<file path="src/rtl/alu_pkg.sv">
// alu_pkg: shared widths, flag bit positions and the buffered ALU result record.
`default_nettype none

package alu_pkg;

  localparam int DEF_DATA_W = 32;
  localparam int DEF_RD_W   = 5;

  localparam int FLAG_C = 3;
  localparam int FLAG_V = 2;
  localparam int FLAG_Z = 1;
  localparam int FLAG_N = 0;

  typedef struct packed {
    logic [DEF_DATA_W-1:0] data;
    logic [DEF_RD_W-1:0]   rd;
    logic                  we;
  } alu_res_t;

endpackage

`default_nettype wire

</file>
<file path="src/rtl/res_fifo.sv">
// res_fifo: DEPTH-entry synchronous FIFO of alu_res_t with occupancy count and flush.
`default_nettype none

module res_fifo
  import alu_pkg::*;
#(
  parameter int DEPTH = 2
) (
  input  logic     clk,
  input  logic     rst_n,
  input  logic     push,
  input  logic     pop,
  input  logic     flush,
  input  alu_res_t wdata,
  output alu_res_t rdata,
  output logic     full,
  output logic     empty
);

  localparam int PTR_W = (DEPTH > 1) ? $clog2(DEPTH) : 1;
  localparam int CNT_W = $clog2(DEPTH) + 1;
  localparam logic [CNT_W-1:0] CNT_FULL = CNT_W'(DEPTH);

  alu_res_t         mem [DEPTH];
  logic [PTR_W-1:0] wr_ptr;
  logic [PTR_W-1:0] rd_ptr;
  logic [CNT_W-1:0] count;
  logic             do_push;
  logic             do_pop;

  assign full    = (count == CNT_FULL);
  assign empty   = (count == '0);
  assign do_push = push & ~full & ~flush;
  assign do_pop  = pop & ~empty & ~flush;
  assign rdata   = mem[rd_ptr];

  // Storage is reset so the head is zero in reset and never X when empty.
  always_ff @(posedge clk or negedge rst_n) begin
    if (!rst_n) begin
      for (int i = 0; i < DEPTH; i++) mem[i] <= '0;
    end else if (do_push) begin
      mem[wr_ptr] <= wdata;
    end
  end

  // DEPTH is a power of two, so natural pointer overflow is the modulo wrap.
  always_ff @(posedge clk or negedge rst_n) begin
    if (!rst_n) begin
      wr_ptr <= '0;
      rd_ptr <= '0;
      count  <= '0;
    end else if (flush) begin
      wr_ptr <= '0;
      rd_ptr <= '0;
      count  <= '0;
    end else begin
      if (do_push) wr_ptr <= wr_ptr + 1'b1;
      if (do_pop)  rd_ptr <= rd_ptr + 1'b1;
      case ({do_push, do_pop})
        2'b10:   count <= count + 1'b1;
        2'b01:   count <= count - 1'b1;
        default: count <= count;
      endcase
    end
  end

endmodule

`default_nettype wire

</file>
<file path="src/rtl/alu_result_stage.sv">
// alu_result_stage: buffers ALU results toward writeback, owns the C/V/Z/N flag register.
`default_nettype none

module alu_result_stage
  import alu_pkg::*;
#(
  parameter int DATA_W = DEF_DATA_W,
  parameter int RD_W   = DEF_RD_W,
  parameter int DEPTH  = 2
) (
  input  logic              clk,
  input  logic              rst_n,
  input  logic              in_valid,
  output logic              in_ready,
  input  logic [DATA_W-1:0] aluOut,
  input  logic              carry,
  input  logic              overflow,
  input  logic              zero,
  input  logic              neg,
  input  logic [RD_W-1:0]   in_rd,
  input  logic              in_we,
  input  logic              in_fe,
  input  logic              flush,
  output logic              wb_valid,
  input  logic              wb_ready,
  output logic [DATA_W-1:0] wb_data,
  output logic [RD_W-1:0]   wb_rd,
  output logic              wb_we,
  output logic              fwd_valid,
  output logic [3:0]        flags,
  output logic              iCarry
);

  alu_res_t   push_ent;
  alu_res_t   head;
  logic       full;
  logic       empty;
  logic       accept;
  logic [3:0] flags_q;

  // in_ready looks only at occupancy and flush, never at wb_ready.
  assign in_ready = ~full & ~flush;
  assign accept   = in_valid & in_ready;

  assign push_ent.data = aluOut;
  assign push_ent.rd   = in_rd;
  assign push_ent.we   = in_we;

  res_fifo #(
    .DEPTH (DEPTH)
  ) u_fifo (
    .clk   (clk),
    .rst_n (rst_n),
    .push  (accept),
    .pop   (wb_ready),
    .flush (flush),
    .wdata (push_ent),
    .rdata (head),
    .full  (full),
    .empty (empty)
  );

  assign wb_valid  = ~empty;
  assign wb_data   = head.data;
  assign wb_rd     = head.rd;
  assign wb_we     = head.we;
  assign fwd_valid = wb_valid & head.we;

  always_ff @(posedge clk or negedge rst_n) begin
    if (!rst_n) begin
      flags_q <= 4'b0000;
    end else if (accept && in_fe) begin
      flags_q[FLAG_C] <= carry;
      flags_q[FLAG_V] <= overflow;
      flags_q[FLAG_Z] <= zero;
      flags_q[FLAG_N] <= neg;
    end
  end

  assign flags  = flags_q;
  assign iCarry = flags_q[FLAG_C];

endmodule

`default_nettype wire
</file>
<file path="config.mk">
export PLATFORM = sky130hd
export DESIGN_NAME = alu_result_stage
export DESIGN_NICKNAME = d
export VERILOG_FILES = /design/src/rtl/alu_pkg.sv /design/src/rtl/res_fifo.sv /design/src/rtl/alu_result_stage.sv
export SDC_FILE = /design/constraint.sdc
export NUM_CORES = 1
export LEC_CHECK = 0
export CAP_MARGIN = 0
export CELL_PAD_IN_SITES_DETAIL_PLACEMENT = 0
export CELL_PAD_IN_SITES_GLOBAL_PLACEMENT = 2
export CORE_ASPECT_RATIO = 1.4
export CORE_UTILIZATION = 30
export CTS_BUF_LIST = sky130_fd_sc_hd__clkbuf_16
export DETAILED_ROUTE_END_ITERATION = 10
export HOLD_SLACK_MARGIN = 0.12
export PLACE_DENSITY = 0.79
export SYNTH_ARGS = -nofsm -noshare
export SYNTH_HDL_FRONTEND = slang
export SYNTH_SLANG_ARGS = --single-unit
</file>
<file path="constraint.sdc">
create_clock -name clk -period 1.43 [get_ports clk]
set_input_delay 0.286 -clock clk [delete_from_list [all_inputs] [get_ports clk]]
set_output_delay 0.286 -clock clk [all_outputs]
set_load 0.02 [all_outputs]
</file>
==> impl_metrics.env, run 1 <==
export IMPL_synth_xor_area_share_pct=0.234
export IMPL_drive_above_1_share_pct=60.2
export IMPL_synth_top_area_cell="dfrtp_1"
export IMPL_slew_headroom_pct=69.7
export IMPL_grt_pass1_wl_um=15100
export IMPL_r2r_slack_ns=-0.20
export IMPL_rr_worst_depth=6
export IMPL_avgSynthCellArea_um2=15.6
export IMPL_min_path_type="in -> reg"
export IMPL_synth_yosys_seq_area_share_pct=56.1
export IMPL_final_hold_viol_count=0
export IMPL_worst_path_buf_inv=3
export IMPL_cp_cell_sequence="buf_6 -> buf_16 -> mux2_4 -> buf_6"
export IMPL_wl_um=9770
export IMPL_period_share_pct=126
export IMPL_die_width_um=96.4
export IMPL_vdd_drop_max_mv=0.698
export IMPL_drc=0
export IMPL_num_rows=47
export IMPL_dieArea_um2=12900
export IMPL_yosys_cell_types_count=27
export IMPL_violations="negative setup slack"
export IMPL_setup_viol=98
export IMPL_io_pins=94
export IMPL_finalClockSkew_ns=0.00595
export IMPL_ys_top_cells_by_area="dfrtp_1, mux2_2, mux2_1"
export IMPL_fin_setup_tns_ns=-18.54
export IMPL_grt_pass1_vias=2810
export IMPL_dr_wl_met3_um=358
export IMPL_hpwl_um=5060
export IMPL_yosys_area_share_adder_pct=0
export IMPL_r2r_end="u_fifo.mem[48]$_DFFE_PN0P_"
export IMPL_dr_total_vias=2494
export IMPL_syn_nets=288
export IMPL_drt_pass1_iterations=3
export IMPL_max_freq_mhz=556
export IMPL_crit_path_start_kind="flip-flop"
export IMPL_met1_length_um=4290
export IMPL_wl_met2_um=4950
export IMPL_power_total_mw=8.67
export IMPL_synth_top_family_by_area="multiplexers"
export IMPL_power_density_nw_per_um2=1440
export IMPL_cts_clk_slew_worst_paths_ns=0.06
export IMPL_nets=422
export IMPL_rsz0062_at_grt="yes"
export IMPL_diodes=0
export IMPL_viasPerCell=4.74
export IMPL_cts_sinks=84
export IMPL_crit_family="flip-flops"
export IMPL_final_util_pct=50.4
export IMPL_critical_path_class="reg -> out"
export IMPL_slowest_stage="dfrtp_2"
export IMPL_end_kind="output port"
export IMPL_clock_latency_ns=0.34
export IMPL_synth_compound_area_share_pct=1.20
export IMPL_cts_max_level=3
export IMPL_max_stage_delay_ns=0.43
export IMPL_cp_depth=4
export IMPL_cts_tree="yes"
export IMPL_path_max_fanout=8
export IMPL_highest_signal_layer="met4"
export IMPL_synthSimpleGateAreaFrac_pct=2.87
export IMPL_outcome="finished with violations"
export IMPL_grt_max_degree=85
export IMPL_antenna_found_initial=0
export IMPL_syn_inst=240
export IMPL_numCtsBuffers=9
export IMPL_final_max_slew_violation_count=0
export IMPL_gp_congestion=0.762
export IMPL_area_growth_pct=61.3
export IMPL_startpoint="u_fifo.rd_ptr$_DFFE_PN0P_"
export IMPL_track_usage_pct=15.9
export IMPL_required_ns=1.14
export IMPL_cap_violations=0
export IMPL_synthMuxAreaShare_pct=36.6
export IMPL_ys_ff_latch=84
export IMPL_worstMarginPinSlew_ns=0.454
export IMPL_syn_area_um2=3750
export IMPL_yosysTopAreaCellShare_pct=56.1
export IMPL_die_y_um=134
export IMPL_final_min_clock_period_ns=1.80
export IMPL_drtIter0Drc=53
export IMPL_synth_warnings=0
export IMPL_io_buffers=93
export IMPL_power_leakage_nw=2.85
export IMPL_core_area_um2=12000
export IMPL_cts_buffer_depth=2
export IMPL_overflow=0
export IMPL_setup_slack_ns=-0.370
export IMPL_endpoint="wb_data[26]"
export IMPL_worst_ep_arrival_time_ns=1.51
export IMPL_r2r_start="u_fifo.count[1]$_DFFE_PN0P_"
export IMPL_start_util_pct=31.2
export IMPL_routedWlPerCell_um=18.6
export IMPL_root_buffer="clkbuf_16"
export IMPL_cpMostUsedCell="buf_6"
export IMPL_ant_nets=0
-- report_power, final --
part / internal [mW] / leakage [nW] / total (mW) / switching, mW
combinational: 1.79 / 1.69 / 2.89 / 1.10
sequential: 2.95 / 1.00 / 3.27 / 0.318
clock: 1.54 / 0.156 / 2.52 / 0.979
-- through the flow --
stage	hold WS (ns)	cells	instance area (um2)	worst slack, ns
3_5_place_dp	0.359	483	4950	-0.551
4_1_cts	0.375	529	5940	-0.371
2_1_floorplan	-0.00959	240	3750	-0.0774
5_1_grt	0.419	526	6040	-0.399
6_report	0.385	526	6040	-0.370
3_3_place_gp	0.353	483	4950	-0.513
-- state kept, by name (all words and copies together), names as in the netlist --
signal	cells
u_fifo.wr_ptr	1
flags	4
u_fifo.rd_ptr	1
u_fifo.count	2
u_fifo.mem	76
-- how the worst min path moves through the flow --
stage                                       end  cells after the start  startpoint
floorplan                  flags[0]$_DFFE_PN0P_                      0       rst_n
CTS                 u_fifo.count[0]$_DFFE_PN0P_                      2       flush
finish              u_fifo.count[0]$_DFFE_PN0P_                      2       flush
detailed placement   u_fifo.mem[64]$_DFFE_PN0P_                      2       rst_n
global route        u_fifo.count[0]$_DFFE_PN0P_                      2       flush
global placement     u_fifo.mem[26]$_DFFE_PN0P_                      2       rst_n
-- routing by layer --
| layer | vias up | track usage, % |
|---|---|---|
| met4 | 0 | 6.37 |
| met3 | 11 | 2.21 |
| met1 | 1298 | 20.4 |
| met2 | 58 | 26.4 |
| met5 | - | 0 |
| li1 | 1127 | - |
-- layout make-up --
type	instances	area (um2)
clock buffer	9	225
multi-input combinational	142	1880
tap	147	184
fill	1062	5950
sequential	84	2100
timing repair buffer	136	1550
inverter	1	3.75
clock inverter	7	98.8
-- cell usage after synthesis (all sizes together) --
library cell and instances:
inv 1, and2 1, nand3 2, a21oi 4, mux2i 1, nor3b 1, a21o 1, dfrtp 84
clkbuf 1, buf 12, nand3b 1, xor2 1, nor4 1, nor2 2, or2 2, mux2 118
o21ai 2, and2b 2, or3 1, o211ai 1, nand2b 1
-- cell usage in the layout, fill, tap and decap left out, drive strengths merged, types with 2 or more instances in the layout --
master and count:
bufinv 2, dfrtp 84, o21ai 2, inv 3, clkinv 2, and2b 2, buf 82, nand3 2
nor2 2, clkbuf 11, dlygate4sd2 7, clkdlybuf4s50 44, or2 2, mux2 118, a21oi 4
-- cells by family (layout without fill, tap and decap cells) --
logic type	count (synthesis)	in the layout
xor gates and xnor gates	1	1
DFF	84	84
muxes	119	119
buffers and inverters	14	153
and+or+nand+nor	14	14
AOI/OAI and AO/OA	8	8
-- what timing repair did --
item                                   in CTS  in global routing
cloned                                     12                  2
pin swaps                                   1                  1
setup endpoints to repair                 126                119
hold buffers                                1                  0
setup buffers                              17                  1
endpoints found under the hold margin      84                  0
resized for setup                         281                 55
-- worst reg2reg max path, cell delays in order, from the launching register on --
cell	delay, ns
dfrtp_1	0.40
and2b_4	0.19
nor4_4	0.17
buf_4	0.21
buf_12	0.12
buf_16	0.12
mux2_4	0.29
Note: power is estimated with default switching activity, not from simulation.
==> run 2, diff against run 1 <==
==> constraint.sdc (replaced) <==
create_clock -name clk -period 1.43 [get_ports clk]
set_input_delay 0.429 -clock clk [delete_from_list [all_inputs] [get_ports clk]]
set_output_delay 0.429 -clock clk [all_outputs]
set_load 0.02 [all_outputs]
==> run 2 against run 1 <==
Register-to-register slack got worse by 0.15 ns; die area stayed put; non-clock buffer count grew 2; clock power shrank 12%; the flow still finishes with violations (negative setup slack); critical path depth unchanged; core utilization is 0.30 points lower; fmax down 6.9%; hold slack worse by 0.25 ns; final cell count increased by 0.19%; clock-buffer cell count did not move; sequential share of layout area is 0.23 points higher; combinational power grew 2%; highest routed layer unchanged; critical path type unchanged.
==> impl_metrics.env, run 2 (synthesis gave the netlist of run 1 again) <==
export IMPL_stdcell_count=527
export IMPL_highest_signal_layer="met4"
export IMPL_vdd_drop_max_mv=0.616
export IMPL_period_share_pct=135
export IMPL_cts_max_level=3
export IMPL_io_pins=94
export IMPL_grt_pass1_vias=2749
export IMPL_regMostFlops="u_fifo.mem"
export IMPL_io_buffers=93
export IMPL_grt_max_degree=85
export IMPL_wl_um=9470
export IMPL_dr_wl_met3_um=480
export IMPL_nets=424
export IMPL_rsz0062_at_grt="yes"
export IMPL_max_freq_mhz=517
export IMPL_ant_nets=0
export IMPL_outcome="finished with violations"
export IMPL_viasPerCell=4.67
export IMPL_largest_reg_flops=76
export IMPL_numCtsBuffers=9
export IMPL_cap_violations=0
export IMPL_routedWlPerCell_um=18.0
export IMPL_area_growth_pct=60.3
export IMPL_crit_path_start_kind="flip-flop"
export IMPL_power_total_mw=8.42
export IMPL_core_area_um2=12000
export IMPL_dr_total_vias=2462
export IMPL_end_kind="output port"
export IMPL_gp_congestion=0.712
export IMPL_power_leakage_nw=2.75
export IMPL_violations="negative setup slack"
export IMPL_path_max_fanout=6
export IMPL_overflow=0
export IMPL_setup_slack_ns=-0.504
export IMPL_cts_clk_slew_worst_paths_ns=0.06
export IMPL_required_ns=1.00
export IMPL_wl_met2_um=4740
export IMPL_fin_hold_ws_ns=0.133
export IMPL_fin_setup_tns_ns=-32.28
export IMPL_critical_path_class="reg -> out"
export IMPL_track_usage_pct=15.3
export IMPL_drt_pass1_iterations=4
export IMPL_drive_above_1_share_pct=63.4
export IMPL_worst_ep_arrival_time_ns=1.50
export IMPL_cts_tree="yes"
export IMPL_antenna_found_initial=0
export IMPL_root_buffer="clkbuf_16"
export IMPL_start_util_pct=31.2
export IMPL_grt_pass1_wl_um=14700
export IMPL_met1_length_um=4130
export IMPL_finalClockSkew_ns=0.00713
export IMPL_die_y_um=134
export IMPL_power_density_nw_per_um2=1400
export IMPL_numPlacedInstances=485
export IMPL_layout_commonest_cell="mux2_4"
export IMPL_num_rows=47
export IMPL_dpl_worst_slack_ns=-0.670
export IMPL_final_cell_mix="mux2_4, dfrtp_1, buf_6"
export IMPL_diodes=0
export IMPL_final_max_slew_violation_count=0
export IMPL_final_min_clock_period_ns=1.93
export IMPL_drc=0
export IMPL_min_path_type="in -> async"
export IMPL_drtIter0Drc=39
export IMPL_clock_latency_ns=0.33
export IMPL_worstMarginPinSlew_ns=0.460
export IMPL_slew_headroom_pct=69.3
export IMPL_cts_sinks=84
export IMPL_setup_viol=110
export IMPL_hpwl_um=5270
export IMPL_die_width_um=96.4
export IMPL_final_hold_viol_count=0
export IMPL_cts_hold_buf=0
export IMPL_dieArea_um2=12900
export IMPL_cts_buffer_depth=2
==> run 2: where the power goes <==
part | switching (mW) | internal (mW)
sequential | 0.304 | 2.95
clock | 0.902 | 1.33
combinational | 1.09 | 1.84
total | 2.30 | 6.12
==> run 2: per-stage QoR <==
| step | area, um2 | utilization (%) |
|---|---|---|
| CTS | 5910 | 49.2 |
| detailed placement | 5020 | 41.9 |
| floorplan | 3840 | - |
| finish | 6010 | 50.1 |
| global placement | 5020 | 41.9 |
| global route | 6010 | 50.1 |
==> run 2: cell type report <==
class / count / area, um2
clock buffer: 9 / 225
clock inverter: 6 / 57.6
fill: 1074 / 5990
inverter: 1 / 3.75
multi-input combinational: 142 / 1870
sequential: 84 / 2100
tap: 147 / 184
timing repair buffer: 138 / 1570
==> run 2: what timing repair did <==
| item | 4_1_cts | 5_1_grt |
|---|---|---|
| endpoints found under the setup margin | 126 | 128 |
| gates cloned | 9 | 1 |
| resized for setup | 319 | 59 |
| pin swaps | 3 | 3 |
| endpoints found under the hold margin | 0 | 0 |
| buffers inserted | 16 | 9 |
==> run 2: path summary, 6_finish.rpt <==
kind,from,endpoint,slack (ns),depth (start not counted)
setup / recovery,u_fifo.rd_ptr$_DFFE_PN0P_,wb_data[28],-0.50,4
hold / removal,rst_n,u_fifo.mem[28]$_DFFE_PN0P_,0.13,2
setup reg to reg,u_fifo.count[1]$_DFFE_PN0P_,u_fifo.mem[69]$_DFFE_PN0P_,-0.35,8
hold reg to reg,u_fifo.mem[10]$_DFFE_PN0P_,u_fifo.mem[10]$_DFFE_PN0P_,0.50,1
max in group asynchronous,rst_n,u_fifo.rd_ptr$_DFFE_PN0P_,0.94,2
min in group clk,flush,u_fifo.count[0]$_DFFE_PN0P_,0.50,3
==> run 2: critical path, stage by stage, from the launching register on <==
cell and delay (ns):
dfrtp_2 0.44, buf_6 0.14, clkbuf_16 0.16, mux2_4 0.30, buf_6 0.13
==> run 2: layer usage <==
metal	global-route usage, %	vias up
li1	-	1130
met1	20.0	1257
met2	24.7	66
met3	3.51	9
met4	5.31	0
met5	0	-
==> run 3, diff against run 2 <==
--- a/config.mk
+++ b/config.mk
@@ -10,10 +10,10 @@
 export CELL_PAD_IN_SITES_GLOBAL_PLACEMENT = 2
 export CORE_ASPECT_RATIO = 1.4
 export CORE_UTILIZATION = 30
-export CTS_BUF_LIST = sky130_fd_sc_hd__clkbuf_16
 export DETAILED_ROUTE_END_ITERATION = 10
 export HOLD_SLACK_MARGIN = 0.12
 export PLACE_DENSITY = 0.79
+export RECOVER_POWER = 100
 export SYNTH_ARGS = -nofsm -noshare
 export SYNTH_HDL_FRONTEND = slang
 export SYNTH_SLANG_ARGS = --single-unit
==> run 3 against run 2 <==
The run still ends with negative setup slack left; hold slack gained 0.34 ns; power increased by 0.53%; sequential cell count unchanged; sequential power hardly changed; clock skew hardly changed; via count is 0.28% lower; worst setup slack got worse by 0.0026 ns.
==> impl_metrics.env, run 3 (synthesis gave the netlist of run 1 again) <==
export IMPL_outcome="finished with violations"
export IMPL_violations="negative setup slack"
export IMPL_cts_hold_buf=0
export IMPL_setup_slack_ns=-0.506
export IMPL_startpoint="u_fifo.rd_ptr$_DFFE_PN0P_"
export IMPL_diodes=0
export IMPL_cts_max_level=3
export IMPL_endpoint="wb_data[28]"
export IMPL_die_width_um=96.4
export IMPL_regMostFlops="u_fifo.mem"
export IMPL_grt_pass1_wl_um=14600
export IMPL_final_hold_viol_count=0
export IMPL_fin_setup_tns_ns=-31.84
export IMPL_drtIter0Drc=38
export IMPL_r2r_end="u_fifo.mem[69]$_DFFE_PN0P_"
export IMPL_track_usage_pct=15.3
export IMPL_end_kind="output port"
export IMPL_io_pins=94
export IMPL_layout_commonest_cell="mux2_4"
export IMPL_rr_worst_depth=8
export IMPL_period_share_pct=135
export IMPL_cts_buffer_depth=2
export IMPL_gp_congestion=0.712
export IMPL_rsz0062_at_grt="yes"
export IMPL_path_max_fanout=6
export IMPL_overflow=0
export IMPL_clock_latency_ns=0.33
export IMPL_final_min_clock_period_ns=1.94
export IMPL_cts_tree="yes"
export IMPL_critical_path_class="reg -> out"
export IMPL_met3_usage_pct=3.51
export IMPL_place_area_um2=5020
export IMPL_vdd_drop_max_mv=0.575
export IMPL_antenna_found_initial=0
export IMPL_final_max_slew_violation_count=0
export IMPL_final_cell_mix="mux2_4, dfrtp_1, buf_6"
export IMPL_min_path_type="in -> async"
export IMPL_power_density_nw_per_um2=1420
export IMPL_worst_ep_arrival_time_ns=1.51
export IMPL_cts_clk_slew_worst_paths_ns=0.06
export IMPL_final_area_um2=5960
export IMPL_hpwl_um=5270
export IMPL_crit_path_start_kind="flip-flop"
export IMPL_nets=423
export IMPL_routedWlPerCell_um=17.9
export IMPL_grt_max_degree=85
export IMPL_dr_total_vias=2455
export IMPL_power_total_mw=8.47
export IMPL_r2r_start="u_fifo.count[1]$_DFFE_PN0P_"
export IMPL_gr_usage_met2_pct=24.6
export IMPL_root_buffer="clkbuf_16"
export IMPL_ant_nets=0
export IMPL_worstMarginPinSlew_ns=1.17
export IMPL_core_area_um2=12000
export IMPL_slew_headroom_pct=22.0
export IMPL_area_growth_pct=59.2
export IMPL_dpl_worst_slack_ns=-0.670
export IMPL_start_util_pct=31.2
export IMPL_power_leakage_nw=2.73
export IMPL_cts_sinks=84
export IMPL_setup_viol=103
export IMPL_required_ns=1.00
export IMPL_drt_pass1_iterations=4
export IMPL_viasPerCell=4.67
export IMPL_grt_busiest_layer="met2"
export IMPL_drive_above_1_share_pct=63.1
export IMPL_finalClockSkew_ns=0.00733
export IMPL_die_y_um=134
export IMPL_dieArea_um2=12900
export IMPL_max_freq_mhz=516
export IMPL_num_rows=47
export IMPL_numCtsBuffers=9
export IMPL_r2r_slack_ns=-0.33
export IMPL_largest_reg_flops=76
export IMPL_met1_usage_pct=19.9
export IMPL_io_buffers=93
export IMPL_wl_um=9440
export IMPL_drc=0
export IMPL_cap_violations=0
export IMPL_fin_hold_ws_ns=0.471
export IMPL_grt_pass1_vias=2750
[run 3: cell types whose count changed in the layout (fill, tap and decap cells not counted), moves of 2 or more]
cell	change
clkbuf_1	+2
buf_2	-3
buf_4	-2
clkbuf_2	+5
buf_12	-2
buf_6	-2
clkbuf_4	+2
[run 3: worst min-delay path by stage]
| stage | slack [ns] | start | cells after the start | endpoint |
|---|---|---|---|---|
| floorplan | 0.13 | rst_n | 0 | flags[0]$_DFFE_PN0P_ |
| global placement | 0.46 | u_fifo.mem[61]$_DFFE_PN0P_ | 1 | u_fifo.mem[61]$_DFFE_PN0P_ |
| detailed placement | 0.48 | u_fifo.mem[55]$_DFFE_PN0P_ | 1 | u_fifo.mem[55]$_DFFE_PN0P_ |
| CTS | 0.15 | rst_n | 2 | u_fifo.mem[28]$_DFFE_PN0P_ |
| global route | 0.51 | flush | 3 | u_fifo.wr_ptr$_DFFE_PN0P_ |
| finish | 0.47 | rst_n | 2 | u_fifo.mem[28]$_DFFE_PN0P_ |
[run 3: stage by stage]
step,std cells,util (%)
floorplan,240,-
global placement,485,41.9
detailed placement,485,41.9
CTS,526,49.5
global route,526,49.7
finish,526,49.7
[run 3: timing repair]
action,in CTS,in global routing
pin swaps,3,3
endpoints found under the setup margin,126,128
gates resized for setup,318,57
gates cloned,9,1
buffers inserted,17,7
[run 3: power breakdown]
group          internal (mW)  switching [mW]  leakage [nW]
logic                   1.83            1.09          1.59
clock network           1.39           0.900         0.138
registers               2.95           0.306          1.00
total                   6.17            2.30          2.73
[run 3: layout make-up]
type | instances | area [um2]
clock buffers | 11 | 243
clock inverters | 4 | 50.0
fillers | 1081 | 6030
inverters | 1 | 3.75
multi-input cells | 142 | 1860
flip-flops and latches | 84 | 2100
well taps | 147 | 184
repair buffers | 137 | 1520
[run 3: metal layers]
metal  wire, um  vias up
li1           -     1128
met3        463        8
met4        111        0
met5          0        -
met1       4110     1251
met2       4750       68
[run 3: critical path, stage by stage (launching register included)]
cell	delay (ns)
dfrtp_2	0.44
buf_6	0.14
clkbuf_16	0.16
mux2_4	0.30
buf_6	0.13
